## src/rtl/rv32i_lsu.sv

```systemverilog
// RV32I load/store unit: one outstanding access to a 64-bit-wide data memory.
// Loads and stores work at byte, half and word size with misalignment and range checks.
module rv32i_lsu #(
    parameter int MEM_SIZE  = 4096,
    parameter int MEM_WIDTH = $clog2(MEM_SIZE)
) (
    input  logic                 clk,
    input  logic                 aresetn,
    input  logic                 req_valid,
    output logic                 req_ready,
    input  logic                 req_we,
    input  logic [1:0]           req_size,
    input  logic                 req_unsigned,
    input  logic [31:0]          req_addr,
    input  logic [31:0]          req_wdata,
    output logic                 resp_valid,
    input  logic                 resp_ready,
    output logic [31:0]          resp_rdata,
    output logic [1:0]           resp_err,
    output logic [MEM_WIDTH-1:0] mem_addr,
    input  logic [63:0]          mem_rd_data,
    output logic [63:0]          mem_wr_data,
    output logic                 mem_wr_en
);

    localparam int AW = MEM_WIDTH + 3;

    typedef enum logic [1:0] {IDLE, ACCESS, RESP} state_t;

    state_t        state_q, state_d;
    logic          req_ready_q, req_ready_d;
    logic          resp_valid_q, resp_valid_d;
    logic [31:0]   resp_rdata_q, resp_rdata_d;
    logic [1:0]    resp_err_q, resp_err_d;
    logic          mem_wr_en_q, mem_wr_en_d;
    logic          we_q, we_d;
    logic [1:0]    size_q, size_d;
    logic          unsigned_q, unsigned_d;
    logic [AW-1:0] addr_q, addr_d;
    logic [31:0]   wdata_q, wdata_d;

    logic [1:0]    req_err;
    logic [2:0]    lane;
    logic [5:0]    shamt;
    logic [7:0]    byte_sel;
    logic [15:0]   half_sel;
    logic [31:0]   word_sel;
    logic [31:0]   load_data;
    logic [63:0]   lane_mask;
    logic [63:0]   wdata_shifted;

    // Illegal size outranks misalignment, which outranks out-of-range.
    always_comb begin
        req_err = 2'b00;
        if (req_size == 2'b11) begin
            req_err = 2'b11;
        end else if ((req_size == 2'b01 && req_addr[0]) ||
                     (req_size == 2'b10 && req_addr[1:0] != 2'b00)) begin
            req_err = 2'b01;
        end else if ((req_addr >> AW) != 32'd0) begin
            req_err = 2'b10;
        end
    end

    assign lane     = addr_q[2:0];
    assign shamt    = {lane, 3'b000};
    assign byte_sel = mem_rd_data[shamt +: 8];
    assign half_sel = mem_rd_data[{lane[2:1], 4'b0000} +: 16];
    assign word_sel = mem_rd_data[{lane[2], 5'b00000} +: 32];

    always_comb begin
        load_data = word_sel;
        lane_mask = 64'h0000_0000_FFFF_FFFF;
        case (size_q)
            2'b00: begin
                load_data = unsigned_q ? {24'd0, byte_sel} : {{24{byte_sel[7]}}, byte_sel};
                lane_mask = 64'h0000_0000_0000_00FF;
            end
            2'b01: begin
                load_data = unsigned_q ? {16'd0, half_sel} : {{16{half_sel[15]}}, half_sel};
                lane_mask = 64'h0000_0000_0000_FFFF;
            end
            default: begin
                load_data = word_sel;
                lane_mask = 64'h0000_0000_FFFF_FFFF;
            end
        endcase
    end

    // Read-modify-write: only the addressed bytes of the current word change.
    assign wdata_shifted = {32'd0, wdata_q} << shamt;
    assign mem_wr_data   = (mem_rd_data & ~(lane_mask << shamt)) |
                           (wdata_shifted & (lane_mask << shamt));

    always_comb begin
        state_d      = state_q;
        resp_valid_d = resp_valid_q;
        resp_rdata_d = resp_rdata_q;
        resp_err_d   = resp_err_q;
        mem_wr_en_d  = 1'b0;
        we_d         = we_q;
        size_d       = size_q;
        unsigned_d   = unsigned_q;
        addr_d       = addr_q;
        wdata_d      = wdata_q;
        case (state_q)
            IDLE: begin
                if (req_valid) begin
                    we_d         = req_we;
                    size_d       = req_size;
                    unsigned_d   = req_unsigned;
                    addr_d       = req_addr[AW-1:0];
                    wdata_d      = req_wdata;
                    resp_rdata_d = 32'd0;
                    resp_err_d   = req_err;
                    if (req_err != 2'b00) begin
                        resp_valid_d = 1'b1;
                        state_d      = RESP;
                    end else begin
                        mem_wr_en_d = req_we;
                        state_d     = ACCESS;
                    end
                end
            end
            ACCESS: begin
                if (!we_q) begin
                    resp_rdata_d = load_data;
                end
                resp_valid_d = 1'b1;
                state_d      = RESP;
            end
            RESP: begin
                if (resp_ready) begin
                    resp_valid_d = 1'b0;
                    resp_rdata_d = 32'd0;
                    resp_err_d   = 2'b00;
                    state_d      = IDLE;
                end
            end
            default: state_d = IDLE;
        endcase
        req_ready_d = (state_d == IDLE);
    end

    always_ff @(posedge clk or negedge aresetn) begin
        if (!aresetn) begin
            state_q      <= IDLE;
            req_ready_q  <= 1'b1;
            resp_valid_q <= 1'b0;
            resp_rdata_q <= 32'd0;
            resp_err_q   <= 2'b00;
            mem_wr_en_q  <= 1'b0;
            we_q         <= 1'b0;
            size_q       <= 2'b00;
            unsigned_q   <= 1'b0;
            addr_q       <= '0;
            wdata_q      <= 32'd0;
        end else begin
            state_q      <= state_d;
            req_ready_q  <= req_ready_d;
            resp_valid_q <= resp_valid_d;
            resp_rdata_q <= resp_rdata_d;
            resp_err_q   <= resp_err_d;
            mem_wr_en_q  <= mem_wr_en_d;
            we_q         <= we_d;
            size_q       <= size_d;
            unsigned_q   <= unsigned_d;
            addr_q       <= addr_d;
            wdata_q      <= wdata_d;
        end
    end

    assign req_ready  = req_ready_q;
    assign resp_valid = resp_valid_q;
    assign resp_rdata = resp_rdata_q;
    assign resp_err   = resp_err_q;
    assign mem_wr_en  = mem_wr_en_q;
    assign mem_addr   = addr_q[AW-1:3];

endmodule

```

## config.mk

```make
export PLATFORM = sky130hd
export DESIGN_NAME = rv32i_lsu
export DESIGN_NICKNAME = d
export VERILOG_FILES = /design/src/rtl/rv32i_lsu.sv
export SDC_FILE = /design/constraint.sdc
export NUM_CORES = 1
export LEC_CHECK = 0
export CORE_AREA = 3 3 122 124
export DETAILED_ROUTE_END_ITERATION = 12
export DIE_AREA = 0 0 125 127
export HOLD_SLACK_MARGIN = 0.02
export MAX_ROUTING_LAYER = met4
export PLACE_DENSITY = 0.86
export SLEW_MARGIN = 15
export SYNTH_ARGS = -nofsm -noshare
export SYNTH_HDL_FRONTEND = slang
export SYNTH_SLANG_ARGS = --single-unit
```

## constraint.sdc

```tcl
create_clock -name clk -period 7.2 [get_ports clk]
set_input_delay 2.16 -clock clk [delete_from_list [all_inputs] [get_ports clk]]
set_output_delay 2.16 -clock clk [all_outputs]
set_load 0.02 [all_outputs]
```

* Word-level counts from Yosys, hierarchy flattened
Cells that the tools add are included.
Storage, ports and cells: flip-flop bits (word level) 90, input bits 136, output and inout port bits 113, word-level logic and storage cells 70
Operators by class: equality and inequality tests 10, shift-type cells 5, multiplexer cells 25, bitwise logic cells 4, reduce and logical (&&, ||, !) cells 15
Operators by type and width (count):
- 2-to-1 mux 32 bit | 5
- AND 64 bit | 2
- case mux 32 bit (2 select lines) | 2
- case mux 32 bit (3 select lines) | 1
- inverter 64 bit | 1
- bitwise OR 64 bit | 1
- variable part select 64 x 7 -> 16 bit | 1
- variable part select 64 x 7 -> 32 bit | 1
- variable part select 64 x 7 -> 8 bit | 1
- left shift 32 x 6 -> 64 bit | 1
- left shift 64 x 6 -> 64 bit | 1
- nonzero test 32 bit | 1
- 2-to-1 mux 2 bit | 8
- != test 2 bit, second input constant | 4
- AND reduction 4 bit | 2
- == test 2 x 1 -> 1 bit, second input constant | 3
- == test 2 bit, second input constant | 3
- zero test 2 bit | 3
- 2-to-1 mux 1 bit | 6
- case mux 2 bit (3 select lines) | 1
- nonzero test 2 bit | 3
- case mux 2 bit (2 select lines) | 1
- case mux 1 bit (3 select lines) | 1
- AND reduction 3 bit | 1
- other kinds (4) | 5

* Longest topological paths before layout
depth in word-level cells 10, mapped depth 9, mapped depth without buffers 7

* Worst setup path after synthesis
OpenSTA, ideal clock, no wires.
path type input -> output, from in mem_rd_data[10], to out mem_wr_data[10], data arrival time 2.551 ns, data required time 5.040 ns, path slack 2.489 ns, stages 2, path buffers 0, cells stage by stage nor2_1 -> a21oi_1
On the way: cells in the longest elaborated chain, start to end 2
Ends and longest elaborated chain:
- start: declaration | line 21 | input logic [63:0] mem_rd_data,
- AND 64 bit | line 92 | assign mem_wr_data = (mem_rd_data & ~(lane_mask << shamt)) |
- bitwise OR 64 bit | line 92
- end: declaration | line 22 | output logic [63:0] mem_wr_data,
Every way passes these cells.

* Worst setup path after layout
Ends and elaborated chain as after synthesis.

==> impl_metrics.ini <==
[worst_setup_path]
r2r_setup_slack_ns = 4.02
r2r_cells = 6
start_kind = primary input
cp_data_required_time_ns = 5.04
crit_path_frequent_cell = clkdlybuf4s50_1
critPathArrivalTime_ns = 3.77
rr_endpoint = resp_rdata[20]
crit_path_max_fanout = 4
path_depth = 4
crit_chain = clkdlybuf4s50_1 -> nor2_1 -> a21oi_1 -> clkdlybuf4s50_1
slowest_delay_ns = 0.67
reg2reg_from = addr_q[2]
critical_path_buf_inv_count = 2
cp-end-kind = output port
path_delay_family = buffers and inverters
cp_slowest_cell = clkdlybuf4s50_1
crit_type = in -> out

[power]
comb_power_share = 0.667
intPower_mw = 2.31
p_clk_frac = 0.120
power_frac_seq = 0.213
switching_share = 0.472
leakage_nw = 3.93
peakVddDrop_mv = 0.267
p_sw_mw = 2.07
p_per_area_mw_per_mm2 = 457

[logic_synthesis]
synth_cell_types = 54
synth_edf_count = 0
syn_inst = 713
synth_commonest_cells = 103 x nand2_1, 89 x dfrtp_1, 73 x mux2i_1
seq_area_frac_synth = 0.331
syn_nets = 853
synth-seq-cells = 90
async_reset_ff_frac = 1.00
syn_area_mm2 = 0.00680
synth.area.top_cells = dfrtp_1 33%, mux2i_1 11%, mux2_2 11%
post-synth-top-area-fraction = 0.327
yosysTopAreaCell = dfrtp_1
syn_avg_cell_area_um2 = 9.54
yosys_warnings = 0
synth.most_common_cell = nand2_1
ys.flop_type = dfrtp_1

[clock_network]
insertion_delay_ns = 0.35
tritoncts = yes
cts.root.buffer_cell = clkbuf_16
numCtsBuffers = 9
htreeDepth = 3
cts_setup_buffers = 0
cts.sinks = 90
cts.path.max_buffers = 2
path_clk_slew_ns = 0.07
ctsResizeCount = 0
postCtsHoldBufs = 0

[route]
drc = 0
dr.pass1.iters = 5
vias = 6751
wire_per_inst_um = 22.3
drt-vias-per-instance = 6.15
drt_iter0_drc = 847
postRouteAntennaNets = 0
routed_wirelength_um = 24500

[cells_and_area]
nNetsFinal = 1053
ff_latch_area_mm2 = 0.00226
fillers = 1127
drive_gt1_frac = 0.130
syn_to_final_growth_pct = 40.7
multiInputGateArea_mm2 = 0.00416
diodes = 0

[timing]
slew_headroom = 0.330
fmax_ghz = 0.169
fin_crit_sh = 0.824
tightest_slew_ns = 1.01
rsz0062_at_grt = false
clock_skew_ns = 0.00798
maxSlewViolCount = 0
whs_ns = 0.507
setup_tns_ns = 0
setup_viol = 0
finalHoldViolCount = 0
period_needed_ns = 5.93

[placed_design]
place_congestion = 0.961
port_buffers = 248
dp_hpwl_um = 18500

[hold_path]
min_from = addr_q[7]
min_path_type = reg -> reg
hold-path-endpoint = addr_q[7]
hold_depth = 1

[die]
initial_core_util = 0.490
die_x_um = 125
ios = 249
dieArea_mm2 = 0.0159
coreArea_mm2 = 0.0139
rows = 43
die-height_um = 127

[run]
drv_cap = 0

[global_route]
antenna_found_initial = 0
grt_pass1_vias = 6598
grt_pass1_wl_um = 37800
grt.overflow.total = 0
grt_usage = 0.311
grt_max_degree = 55

[status]
status = finished, final reports clean
-- cell type report --
class / instances / share of cell area
clock buffer: 11 / 0.0254
sequential: 90 / 0.236
timing repair buffer: 257 / 0.266
inverter: 13 / 0.00510
multi-input combinational: 542 / 0.435
tap: 180 / 0.0235
clock inverter: 5 / 0.00889
-- worst max path at each step --
stage                          startpoint         endpoint  slack, ns
after floorplan           mem_rd_data[10]  mem_wr_data[10]       2.49
after CTS                       addr_q[1]  mem_wr_data[18]       1.25
after global placement    mem_rd_data[44]  mem_wr_data[44]       1.34
after global routing            addr_q[1]  mem_wr_data[39]       1.11
after detailed placement  mem_rd_data[44]  mem_wr_data[44]       1.34
final                     mem_rd_data[10]  mem_wr_data[10]       1.27
-- cells in the final DEF, fill, tap and decap left out, types with 2 or more instances in the layout --
| master | Yosys | final |
|---|---|---|
| clkdlybuf4s50_1 | 0 | 247 |
| nand2_1 | 103 | 103 |
| dfrtp_1 | 89 | 86 |
| mux2i_1 | 73 | 73 |
| mux2_2 | 64 | 64 |
| o21ai_1 | 46 | 46 |
| o21ai_0 | 36 | 36 |
| nor2_1 | 31 | 31 |
| mux2_1 | 27 | 27 |
| a21oi_1 | 27 | 26 |
| a221o_1 | 24 | 24 |
| a22oi_1 | 16 | 16 |
| mux4_2 | 14 | 14 |
| inv_1 | 12 | 12 |
| buf_4 | 17 | 10 |
| o22ai_1 | 9 | 9 |
| a22o_1 | 9 | 9 |
| clkbuf_16 | 0 | 9 |
| o221ai_1 | 7 | 7 |
| a211o_1 | 7 | 7 |
| nor2b_1 | 4 | 4 |
| ha_1 | 4 | 4 |
| nand2b_1 | 3 | 3 |
| a21o_1 | 3 | 3 |
| dfrtp_2 | 0 | 3 |
| a2bb2oi_1 | 2 | 2 |
| nor3_1 | 2 | 2 |
| nand3b_1 | 2 | 2 |
| or3b_1 | 2 | 2 |
| nand3_1 | 2 | 2 |
| nor3b_2 | 2 | 2 |
| nor4_1 | 2 | 2 |
| bufinv_16 | 0 | 2 |
-- logic make-up (layout without fill, tap and decap cells) --
| logic type | count (synthesis) | count (layout) | synth area share |
|---|---|---|---|
| fa+ha+maj | 4 | 4 | 0.00736 |
| flops | 90 | 90 | 0.331 |
| buf+inv | 81 | 286 | 0.0574 |
| simple gates | 164 | 164 | 0.109 |
| mux | 179 | 179 | 0.307 |
| compound gates | 195 | 195 | 0.188 |
-- per-stage QoR --
step	util	std cells	area, um2	worst slack [ns]	power, mW
4_1_cts	0.689	1098	9570	1.25	4.35
5_1_grt	0.689	1098	9570	1.11	4.62
6_report	0.689	1098	9570	1.27	4.38
3_5_place_dp	0.665	1082	9240	1.34	3.81
2_1_floorplan	-	713	6800	2.49	2.77
3_3_place_gp	0.665	1082	9240	1.34	3.78
-- power groups by stage --
stage / combinational (mW) / clock [mW] / sequential, mW
floorplan: 1.99 / 0 / 0.776
global placement: 2.85 / 0 / 0.922
detailed placement: 2.88 / 0 / 0.932
CTS: 2.90 / 0.533 / 0.923
global route: 3.11 / 0.551 / 0.959
finish: 2.92 / 0.525 / 0.932
-- per-layer routing --
metal  wire length [um]  vias to the layer above  global-route usage
met5                  0                        -                   -
met4                915                        0               0.115
met3               2710                       50              0.0824
met2              10800                      434               0.448
met1              10100                     3231               0.424
li1                   -                     3036                   -
-- worst register-to-register path, cell delays in order, from the launching register on --
cell	delay, ns
dfrtp_2	0.44
buf_4	0.63
nand3b_1	0.73
o22ai_2	0.33
a41oi_1	0.11
nor3b_4	0.63
a221o_1	0.23
-- state kept, by name, summed over array words and instances (netlist names) --
| name | count |
|---|---|
| size_q | 2 |
| wdata_q | 32 |
| resp_err | 2 |
| addr_q | 15 |
| resp_valid | 1 |
| resp_rdata | 32 |
| we_q | 1 |
| unsigned_q | 1 |
| mem_wr_en | 1 |
| req_ready | 1 |
| state_q | 2 |
(Power assumes the default switching activity.)
